**src/rtl/mult_pkg.sv**
```systemverilog
// Purpose: shared types and constants for the shift-add multiplier.
// Contents: operand/product/counter widths, FSM state enum, two's-complement
//           magnitude helper (used when MULT_SIGNED_EN is defined).
package mult_pkg;

  localparam int unsigned MULT_WIDTH = 32;
  localparam int unsigned CNT_W      = 6;
  localparam int unsigned PROD_W     = 2 * MULT_WIDTH;

  typedef enum logic [1:0] {
    IDLE = 2'd0,
    CALC = 2'd1,
    FIX  = 2'd2,
    DONE = 2'd3
  } mult_state_t;

  // Magnitude of a two's-complement operand; the most negative value maps to
  // 2^(W-1), which still fits as an unsigned W-bit number.
  function automatic logic [MULT_WIDTH-1:0] abs_val(input logic [MULT_WIDTH-1:0] v);
    return v[MULT_WIDTH-1] ? (~v + MULT_WIDTH'(1)) : v;
  endfunction

endpackage

```
**src/rtl/mult_shift_add_32_bit_if.sv**
```systemverilog
// Purpose: request/result bundle between the multiplier and its client.
// Signals: start, X, Y (client -> multiplier); busy, done, P (multiplier -> client).
// Modports: master = client side, slave = multiplier side.
interface mult_shift_add_32_bit_if
  import mult_pkg::*;
#(
  parameter int unsigned WIDTH = MULT_WIDTH
);

  logic               start;
  logic [WIDTH-1:0]   X;
  logic [WIDTH-1:0]   Y;
  logic               busy;
  logic               done;
  logic [2*WIDTH-1:0] P;

  modport master (output start, output X, output Y, input busy, input done, input P);
  modport slave  (input start, input X, input Y, output busy, output done, output P);

endinterface

```
**src/rtl/add_rca_32_bit.sv**
```systemverilog
// Purpose: 32-bit ripple-carry adder used as the multiplier step adder.
// Ports: x_i, y_i (addends), ci_i (carry in), sum_o (sum), co_o (carry out).
module add_rca_32_bit (
  input  logic [31:0] x_i,
  input  logic [31:0] y_i,
  input  logic        ci_i,
  output logic [31:0] sum_o,
  output logic        co_o
);

  logic [31:0] sum_c;
  logic        carry_c;

  // Bit-serial carry chain, one full adder per bit.
  always_comb begin
    sum_c   = '0;
    carry_c = ci_i;
    for (int i = 0; i < 32; i++) begin
      sum_c[i] = x_i[i] ^ y_i[i] ^ carry_c;
      carry_c  = (x_i[i] & y_i[i]) | (carry_c & (x_i[i] ^ y_i[i]));
    end
  end

  assign sum_o = sum_c;
  assign co_o  = carry_c;

endmodule

```
**src/rtl/mult_shift_add_32_bit.sv**
```systemverilog
// Purpose: sequential 32x32 shift-add multiplier, one add/shift step per clock.
// Ports: clk, rst (async, active-high); bus (slave modport): start, X, Y in;
//        busy, done, P out. P = {A,Q} holds until the next accepted start.
// Configuration: define MULT_SIGNED_EN for two's-complement operands (adds a
//        FIX cycle that negates the product when the operand signs differ).
module mult_shift_add_32_bit
  import mult_pkg::*;
#(
  parameter int unsigned WIDTH = MULT_WIDTH
) (
  input  logic                     clk,
  input  logic                     rst,
  mult_shift_add_32_bit_if.slave   bus
);

  mult_state_t      state_q;
  logic [WIDTH-1:0] m_q;
  logic [WIDTH-1:0] a_q;
  logic [WIDTH-1:0] q_q;
  logic [CNT_W-1:0] cnt_q;
  logic             busy_q;
  logic             done_q;
`ifdef MULT_SIGNED_EN
  logic             sign_q;
`endif

  logic [WIDTH-1:0] sum_c;
  logic             co_c;

  // Step adder: A + M, carry-in tied low.
  add_rca_32_bit u_add (
    .x_i   (a_q),
    .y_i   (m_q),
    .ci_i  (1'b0),
    .sum_o (sum_c),
    .co_o  (co_c)
  );

  always_ff @(posedge clk or posedge rst) begin
    if (rst) begin
      state_q <= IDLE;
      m_q     <= '0;
      a_q     <= '0;
      q_q     <= '0;
      cnt_q   <= '0;
      busy_q  <= 1'b0;
      done_q  <= 1'b0;
`ifdef MULT_SIGNED_EN
      sign_q  <= 1'b0;
`endif
    end else begin
      done_q <= 1'b0;
      case (state_q)
        IDLE: begin
          if (bus.start) begin
            state_q <= CALC;
            busy_q  <= 1'b1;
            a_q     <= '0;
            cnt_q   <= '0;
`ifdef MULT_SIGNED_EN
            m_q     <= abs_val(bus.X);
            q_q     <= abs_val(bus.Y);
            sign_q  <= bus.X[WIDTH-1] ^ bus.Y[WIDTH-1];
`else
            m_q     <= bus.X;
            q_q     <= bus.Y;
`endif
          end
        end
        CALC: begin
          // Carry-out of the step add shifts into the top of A.
          if (q_q[0]) begin
            {a_q, q_q} <= {co_c, sum_c, q_q[WIDTH-1:1]};
          end else begin
            {a_q, q_q} <= {1'b0, a_q, q_q[WIDTH-1:1]};
          end
          cnt_q <= cnt_q + CNT_W'(1);
          if (cnt_q == CNT_W'(WIDTH - 1)) begin
`ifdef MULT_SIGNED_EN
            state_q <= FIX;
`else
            state_q <= DONE;
            done_q  <= 1'b1;
`endif
          end
        end
`ifdef MULT_SIGNED_EN
        FIX: begin
          // Dedicated incrementer for the negation; the step adder stays single-use.
          if (sign_q) begin
            {a_q, q_q} <= ~{a_q, q_q} + (2 * WIDTH)'(1);
          end
          state_q <= DONE;
          done_q  <= 1'b1;
        end
`endif
        DONE: begin
          state_q <= IDLE;
          busy_q  <= 1'b0;
        end
        default: begin
          state_q <= IDLE;
          busy_q  <= 1'b0;
        end
      endcase
    end
  end

  assign bus.busy = busy_q;
  assign bus.done = done_q;
  assign bus.P    = {a_q, q_q};

endmodule
```
**src/flat_wrapper.sv**
```systemverilog
// flat-port wrapper written by rule: the top's interface ports become plain ports
module mult_shift_add_32_bit_flat import mult_pkg::*;
#(
  parameter int unsigned WIDTH = MULT_WIDTH
)
  (clk, rst, bus_start, bus_X, bus_Y, bus_busy, bus_done, bus_P);
  mult_shift_add_32_bit_if #(.WIDTH(WIDTH)) bus_i ();
  input  logic clk;
  input  logic rst;
  input wire logic [$bits(bus_i.start)-1:0] bus_start;
  input wire logic [$bits(bus_i.X)-1:0] bus_X;
  input wire logic [$bits(bus_i.Y)-1:0] bus_Y;
  output wire logic [$bits(bus_i.busy)-1:0] bus_busy;
  output wire logic [$bits(bus_i.done)-1:0] bus_done;
  output wire logic [$bits(bus_i.P)-1:0] bus_P;
  assign bus_i.start = bus_start;
  assign bus_i.X = bus_X;
  assign bus_i.Y = bus_Y;
  assign bus_busy = bus_i.busy;
  assign bus_done = bus_i.done;
  assign bus_P = bus_i.P;
  mult_shift_add_32_bit #(.WIDTH(WIDTH)) u_core (.clk(clk), .rst(rst), .bus(bus_i));
endmodule
```
**config.mk**
```make
export PLATFORM = sky130hd
export DESIGN_NAME = mult_shift_add_32_bit_flat
export DESIGN_NICKNAME = d
export VERILOG_FILES = /design/src/rtl/mult_pkg.sv /design/src/rtl/mult_shift_add_32_bit_if.sv /design/src/rtl/add_rca_32_bit.sv /design/src/rtl/mult_shift_add_32_bit.sv /design/src/flat_wrapper.sv
export SDC_FILE = /design/constraint.sdc
export NUM_CORES = 1
export LEC_CHECK = 0
export ABC_AREA = 1
export ABC_CLOCK_PERIOD_IN_PS = 26100
export BUFFER_PORTS_ARGS = -buffer_cell sky130_fd_sc_hd__buf_2
export CAP_MARGIN = 40
export CORE_MARGIN = 2
export CORE_UTILIZATION = 29
export CTS_CLUSTER_DIAMETER = 40
export DETAILED_ROUTE_END_ITERATION = 10
export SYNTH_ARGS = -nofsm -noshare
export SYNTH_HDL_FRONTEND = slang
export SYNTH_SLANG_ARGS = --single-unit
export TNS_END_PERCENT = 1
```
**constraint.sdc**
```tcl
create_clock -name clk -period 26.1 [get_ports clk]
set_clock_uncertainty 0.15 [all_clocks]
set_input_delay 2.61 -clock clk [delete_from_list [all_inputs] [get_ports clk]]
set_output_delay 2.61 -clock clk [all_outputs]
set_load 0.1 [all_outputs]
```
==> run summary, run 1 <==
Each instance of the synthesized netlist takes up on average 9.17 sq um. The run gives 72 as the pin count of the biggest net entering global routing. The logs give 0.0701 GHz for the achievable frequency and 0 for the final max-slew violation count. The uppermost layer routed was met4. For this design the top-level I/O count stands at 133. The number of global-route vias before repair is 3997.

The critical path is of the flip-flop to flip-flop type. Routability-driven placement finished with a final weighted congestion of 0.751. The slew at the pin closest to its max-slew limit was 0.779 ns.

The logs give 0.507 for the fraction of the yosys area taken by sequential cells and 8350 um for the half-perimeter wire length after placement. Adding up every negative setup slack in the final design gives 0 ns. The number of setup buffers added after CTS was 0. After detailed routing, the wire length on met1 is 6090 um. After detailed routing, the total wire length is 12300 um.

After technology mapping, the gate count stands at 571. The top cell type's share of synthesized area came out at 0.507. Input and output buffers added on the ports amount to 132. After synthesis the cells add up to 0.00524 sq mm. The run gives 0 as the number of warnings reported in the yosys synthesis log. The die covers 0.0191 sq mm. The first global-routing pass estimated 21000 um of wire. In the detailed route, the total length drawn on met2 is 5670 um.

STA puts the critical path data arrival time at 14.33 ns. The number of antenna violations at the first check in global routing was 0. After layout, the minimum clock period comes to 14.27 ns. The path class of the tightest hold or removal check is flip-flop to flip-flop. The combined global-route utilization of all metal layers was 0.135. The number of register bits inferred by synthesis is 106.

The clock input transition at the sequential cells of the worst setup and hold paths is 0.08 ns, and the effective utilization at floorplan is 0.293. TritonCTS built the clock tree. The detailed-routing iteration count for the pre-antenna-repair pass was 5. In this design, the critical path's most frequently occurring cell is sky130_fd_sc_hd__fa_1. The number of placed instances, taps included is 911. The relative slew slack came out at 0.481.

The critical path endpoint category is a flip-flop. The total area inside the core boundary comes to 0.0178 sq mm. The number of gates resized after CTS was 0.

Ratio of final minimum period to clock period: 0.547. The total clock sinks came out at 106. Setup repair after global routing left no endpoint under its margin. After detailed routing, the number of vias per cell comes to 4.40. Clock latency on the worst-skew pair: 0.35 ns. The final count of hold timing violations came out at 0. The run gives 437 um as the amount of wire on met3 after detailed routing. The flow ran to the end, and the final reports show no timing, DRC or antenna violations. The number of clock buffers added by TritonCTS is 9. By area the synthesized netlist is led by sky130_fd_sc_hd__dfrtp_1, sky130_fd_sc_hd__nand2_1, sky130_fd_sc_hd__fa_1. The slowest stage of the critical path is the sky130_fd_sc_hd__fa_1 cell. Row generation in the floorplan step produced 49 rows. STA classifies the critical path startpoint as a flip-flop. The total number of nets in the final design came out at 793. The fraction of final layout cells with drive strength greater than 1 is 0.234. Relative to the synthesized area, the layout overhead comes to 22.6%.

The remaining number of nets flagged by the antenna check after routing was 0. The repair_antennas step left the layout with diodes totalling 0. For this block, the via count after detailed routing is 4081. The x dimension of the die was 138 um. The die height is 138 um, and the net count after synthesis is 671. The largest driver fanout on the critical path came out at 3. Unique cell type count in the Yosys netlist: 22. The H-tree was split into 3 levels.

At the worst endpoint, the required time is 26.16 ns. Number of max-capacitance violations reported: 0. The longest individual stage delay on the worst path came out at 0.46 ns. The detailed router finished its first iteration with 243 violations. Of all cell types, the one taking the most synthesized area is sky130_fd_sc_hd__dfrtp_1.

The tools report the cell at the root of the clock tree as sky130_fd_sc_hd__clkbuf_16. The final setup violation count was 0; the post-detailed-route wirelength per cell was 13.3 um. Leaving out filler cells and counting taps, the final layout contains 927. Buffers inserted to repair hold after CTS numbered 0. The clock passes through at most 2 buffers. For the final routed DRC violation total, the log shows 0. The total overflow left after global routing is 0.
-- final timing paths --
| check | slack [ns] | endpoint | cells after the start | startpoint |
|---|---|---|---|---|
| max in group asynchronous | 22.58 | u_core.q_q[5] | 4 | rst |
| min reg2reg | 0.34 | u_core.bus.busy | 2 | u_core.bus.busy |
| max | 11.83 | u_core.a_q[30] | 36 | u_core.a_q[0] |
| min | 0.34 | u_core.bus.busy | 2 | u_core.bus.busy |
| min in group asynchronous | 2.16 | u_core.a_q[3] | 2 | rst |
| max reg2reg | 11.83 | u_core.a_q[30] | 36 | u_core.a_q[0] |
-- cell type report --
type	instances	area (sq um)
fill	1861	11400
sequential	106	2650
multi-input combinational	390	2230
timing repair buffer	139	751
tap	229	287
clock buffer	10	229
inverter	47	179
clock inverter	6	90.1
-- logic make-up (layout without fill, tap and decap cells) --
family	count (synthesis)	after routing	share of synthesized area
AO/OA/AOI/OAI	70	70	0.0844
adder cells (fa/ha/maj)	33	33	0.123
AND/OR/NAND/NOR	287	287	0.218
flip-flops	106	106	0.507
buffers and inverters	75	202	0.0672
-- metal layers --
metal | global-route usage | vias up
met2 | 0.208 | 74
met1 | 0.194 | 1955
li1 | - | 2046
met5 | 0 | -
met3 | 0.0274 | 6
met4 | 0.0354 | 0
-- synthesized netlist by cell type, drive strengths merged --
| master | count |
|---|---|
| nand3 | 39 |
| o211ai | 31 |
| buf | 24 |
| fa | 31 |
| nand2 | 241 |
| inv | 47 |
| o21ai | 37 |
| dfrtp | 106 |
| nor2 | 4 |
| o21bai | 1 |
| nand4 | 1 |
| ha | 2 |
| nor3 | 2 |
| clkbuf | 4 |
| a21oi | 1 |
-- registers in the layout (all words and copies together), names as in the netlist --
name and flops:
u_core.bus.done 1, u_core.q_q 32, u_core.a_q 32, u_core.m_q 32, u_core.cnt_q 6, u_core.bus.busy 1
u_core.state_q 2
-- cell usage in the layout (no fill, tap or decap), types with 2 or more instances in the layout --
master	synthesis	routed
sky130_fd_sc_hd__buf_4	1	4
sky130_fd_sc_hd__clkbuf_16	0	9
sky130_fd_sc_hd__nand3_1	38	38
sky130_fd_sc_hd__inv_2	5	5
sky130_fd_sc_hd__buf_2	17	132
sky130_fd_sc_hd__nor2_1	3	3
sky130_fd_sc_hd__ha_1	2	2
sky130_fd_sc_hd__o21ai_0	7	7
sky130_fd_sc_hd__dfrtp_1	106	106
sky130_fd_sc_hd__o21ai_1	29	29
sky130_fd_sc_hd__o211ai_1	31	31
sky130_fd_sc_hd__nor3_1	2	2
sky130_fd_sc_hd__fa_1	31	31
sky130_fd_sc_hd__bufinv_16	0	2
sky130_fd_sc_hd__inv_1	42	41
sky130_fd_sc_hd__nand2_1	241	241
sky130_fd_sc_hd__buf_12	0	3
-- worst max-delay path: cells and delay by family (launching register included) --
family / cells / cell delay, ns
AOI/OAI and AO/OA: 2 / 0.26
buffers and inverters: 2 / 0.14
DFF: 1 / 0.40
adders and majority gates: 32 / 13.18
-- per-stage QoR --
stage               worst slack, ns  cell area, sq um  hold slack, ns   util
finish                        11.83              6420           0.344  0.360
global route                  11.17              6420           0.382  0.360
CTS                           11.64              6420           0.353  0.360
detailed placement            11.65              6100           0.335  0.342
global placement              11.77              6040           0.325  0.339
floorplan                     11.61              5240           0.303      -
Power of run 1 is not shown: default switching activity piles up to over one toggle a cycle in this logic, so the estimate is an artifact.
==> run 2: changes to the inputs <==
Settings changed: ABC_AREA 1 to 0, ABC_CLOCK_PERIOD_IN_PS 26100 to 12050.
Clock period 26.1 ns to 12.05 ns, I/O delays scaled along.
==> run 2 against run 1 <==
Clock-buffer cell count grew 1. Flip-flop and latch count is the same. Synthesized area grew 1.8%. Critical endpoint unchanged. Critical path type unchanged. Routed wire length shrank 1.4%. Highest routed layer unchanged. Largest cell class unchanged. Design area grew 2.4%.
==> run summary, run 2 <==
Number of warnings reported in the yosys synthesis log: 0. The most numerous cell type found on the critical path is sky130_fd_sc_hd__fa_2. The final setup violation count is 0. The final max-slew violation count came out at 0.

The floorplan has 49 rows. The first global-routing pass estimated 20500 um of wire. The logs give 31 for the unique cell type count in the Yosys netlist and 4 for the detailed-routing iteration count for the pre-antenna-repair pass. The biggest area contributor in the post-synthesis netlist is sky130_fd_sc_hd__dfrtp_1. For the number of global-route vias before repair, the log shows 3957.

In the routed design, unresolved DRC markers number 0. Critical path endpoint category: a flip-flop. The H-tree was split into 3 levels.

After synthesis, the cell types taking the most area are sky130_fd_sc_hd__dfrtp_1, sky130_fd_sc_hd__fa_1, sky130_fd_sc_hd__mux2_4. For this block, the initial DRC count from the detailed router was 188. The min-delay analysis places its worst path in the category flip-flop to flip-flop. In this run, placement finished with an instance count of 769. The most common cell in the synthesized netlist is sky130_fd_sc_hd__dfrtp_1. In this run, synthesis produced a sequential element count of 106. The tools report the data arrival time at the worst-slack endpoint as 12.05 ns.

The combined global-route utilization of all metal layers is 0.130, and the count of antenna diodes in the layout is 0. The detail route stage leaves a number of antenna-violating nets equal to 0. The root buffer cell chosen for the clock tree is sky130_fd_sc_hd__clkbuf_16. Critical path's top delay family: adder cells. The tools report the overall via count from detail_route as 3714. The x dimension of the die is 140 um. At the end of routability-driven placement, the weighted congestion stood at 0.748. The area growth from synthesis to layout is 23.4%.

Buffers added to address setup during post-CTS repair amount to 0. Counting instances in the post-synthesis netlist gives the leading cell types as sky130_fd_sc_hd__dfrtp_1, sky130_fd_sc_hd__o21ai_0, sky130_fd_sc_hd__nand2_1, sky130_fd_sc_hd__nand3_1, sky130_fd_sc_hd__mux2_4. Yosys mapped a number of flops with a built-in enable equal to 0.

TritonCTS built the clock tree. The final count of hold timing violations is 0, and the buffering stage count on the worst path with inverters included is 2. For this run, the leading register cell type out of synthesis is sky130_fd_sc_hd__dfrtp_1. The run gives 0.296 as the effective utilization at floorplan. The average cell area after synthesis is 12.3 sq um, and the number of cells produced by synthesis is 432. Critical path class: flip-flop to flip-flop.

The proportion of register bits with asynchronous set or reset after synthesis is 1.00, and the final cell count without fillers is 785. Setup repair after global routing could not meet its margin everywhere. Entering global routing, the biggest net connects 65 pins.

The total wire length came out at 12100 um. Fill cells in the final layout number 1801. The tools report the total congestion overflow after global routing as 0. The logs give 0 for the number of antenna violations at the first check in global routing and 0 for the cts-stage hold buffer count. The longest clock path from root to sink contains 2 buffers. From bottom edge to top edge, the die measures 140 um. Once detailed placement completed, the half-perimeter wirelength came to 8360 um. In the final layout, the registers with the most flip-flops are u_core.a_q (32), u_core.m_q (32), u_core.q_q (32). The combined area of all synthesized cells is 0.00533 sq mm.

Ratio of final minimum period to clock period: 0.994. After clock tree synthesis, the clock-pin slew on the worst setup and hold paths is 0.08 ns. Full die area: 0.0195 sq mm. The library cell used most frequently in the layout, excluding fill and tap cells, is sky130_fd_sc_hd__buf_2. Number of buffers inserted by port buffering: 132. Top cell type's share of synthesized area: 0.498. Leaving out fill and tap cells, the most frequent cells in the layout are sky130_fd_sc_hd__buf_2, sky130_fd_sc_hd__dfrtp_1, sky130_fd_sc_hd__o21ai_0, sky130_fd_sc_hd__nand2_1, sky130_fd_sc_hd__nand3_1. The largest single stage delay on the critical path is 0.44 ns. Counting every sink on the clock net gives 106. The net count after synthesis is 532, and the clock latency on the worst-skew pair is 0.35 ns. At the pin with the least slew margin, the transition time is 0.782 ns. The critical path required time was 12.13 ns. The slowest stage of the critical path is the sky130_fd_sc_hd__fa_1 cell. Number of vias per cell: 4.73. For the number of buffers created by CTS, the log shows 9. The relative slew slack came out at 0.479. The fraction of the yosys area taken by sequential cells was 0.498; the core area was 0.0180 sq mm. During I/O placement, the number of pins put on the boundary was 133. The fraction of final layout cells with drive strength greater than 1 came out at 0.414. The run finished with clean final reports. For the number of max-capacitance violations reported, the log shows 0.

The achievable frequency is 0.0835 GHz, and the largest driver fanout on the critical path is 2. The run gives 651 as the total number of nets in the final design. The smallest clock period supported by the final layout is computed as 11.98 ns.

STA classifies the critical path startpoint as a flip-flop. In the final routed layout, each cell accounts on average for 15.5 um.
## run 2: layer usage
layer | vias to the layer above | wire length [um] | track usage
li1 | 1758 | - | -
met2 | 86 | 5630 | 0.201
met5 | - | 0 | 0
met1 | 1853 | 5730 | 0.181
met3 | 17 | 540 | 0.0286
met4 | 0 | 227 | 0.0500
## run 2: worst paths after layout
kind | start | to | cells after the start | slack, ns
max in group asynchronous | rst | u_core.a_q[7] | 3 | 9.76
min in group asynchronous | rst | u_core.q_q[24] | 2 | 0.77
worst max register to register | u_core.a_q[0] | u_core.a_q[30] | 36 | 0.07
worst max-delay path | u_core.a_q[0] | u_core.a_q[30] | 36 | 0.07
worst min-delay path | u_core.cnt_q[5] | u_core.bus.done | 1 | 0.35
worst min register to register | u_core.cnt_q[5] | u_core.bus.done | 1 | 0.35
## run 2: per-stage QoR
stage	setup slack, ns	util	TNS, ns	cell area (sq um)	hold WS, ns
finish	0.0717	0.365	0	6570	0.354
global route	-0.313	0.365	-0.558	6570	0.378
CTS	-0.0460	0.365	-0.0460	6570	0.351
detailed placement	0.000885	0.349	0	6290	0.344
global placement	0.0806	0.347	0	6250	0.327
floorplan	0.0225	-	0	5410	0.304
## run 2: cell families after synthesis
family	after synthesis	share of synthesized area
AO/OA/AOI/OAI	106	0.119
XOR/XNOR	1	0.00164
adder cells (fa/ha/maj)	33	0.121
buffers and inverters	42	0.0409
flip-flops	106	0.498
multiplexers	64	0.151
AND/OR/NAND/NOR	80	0.0693
## run 2: repair_timing
item                                    in CTS  in global routing
endpoints found under the hold margin        0                  0
endpoints found under the setup margin       1                  3
pin swaps                                    0                  0
gates resized for setup                      0                  2
## run 2: final cells by class
cell class,count,area [sq um],area share
timing repair buffer,142,763,0.116
sequential,106,2660,0.404
clock buffer,11,243,0.0369
tap,229,287,0.0436
multi-input combinational,284,2550,0.388
inverter,8,32.5,0.00495
clock inverter,5,38.8,0.00590
Power of run 2 is left out for the same reason.
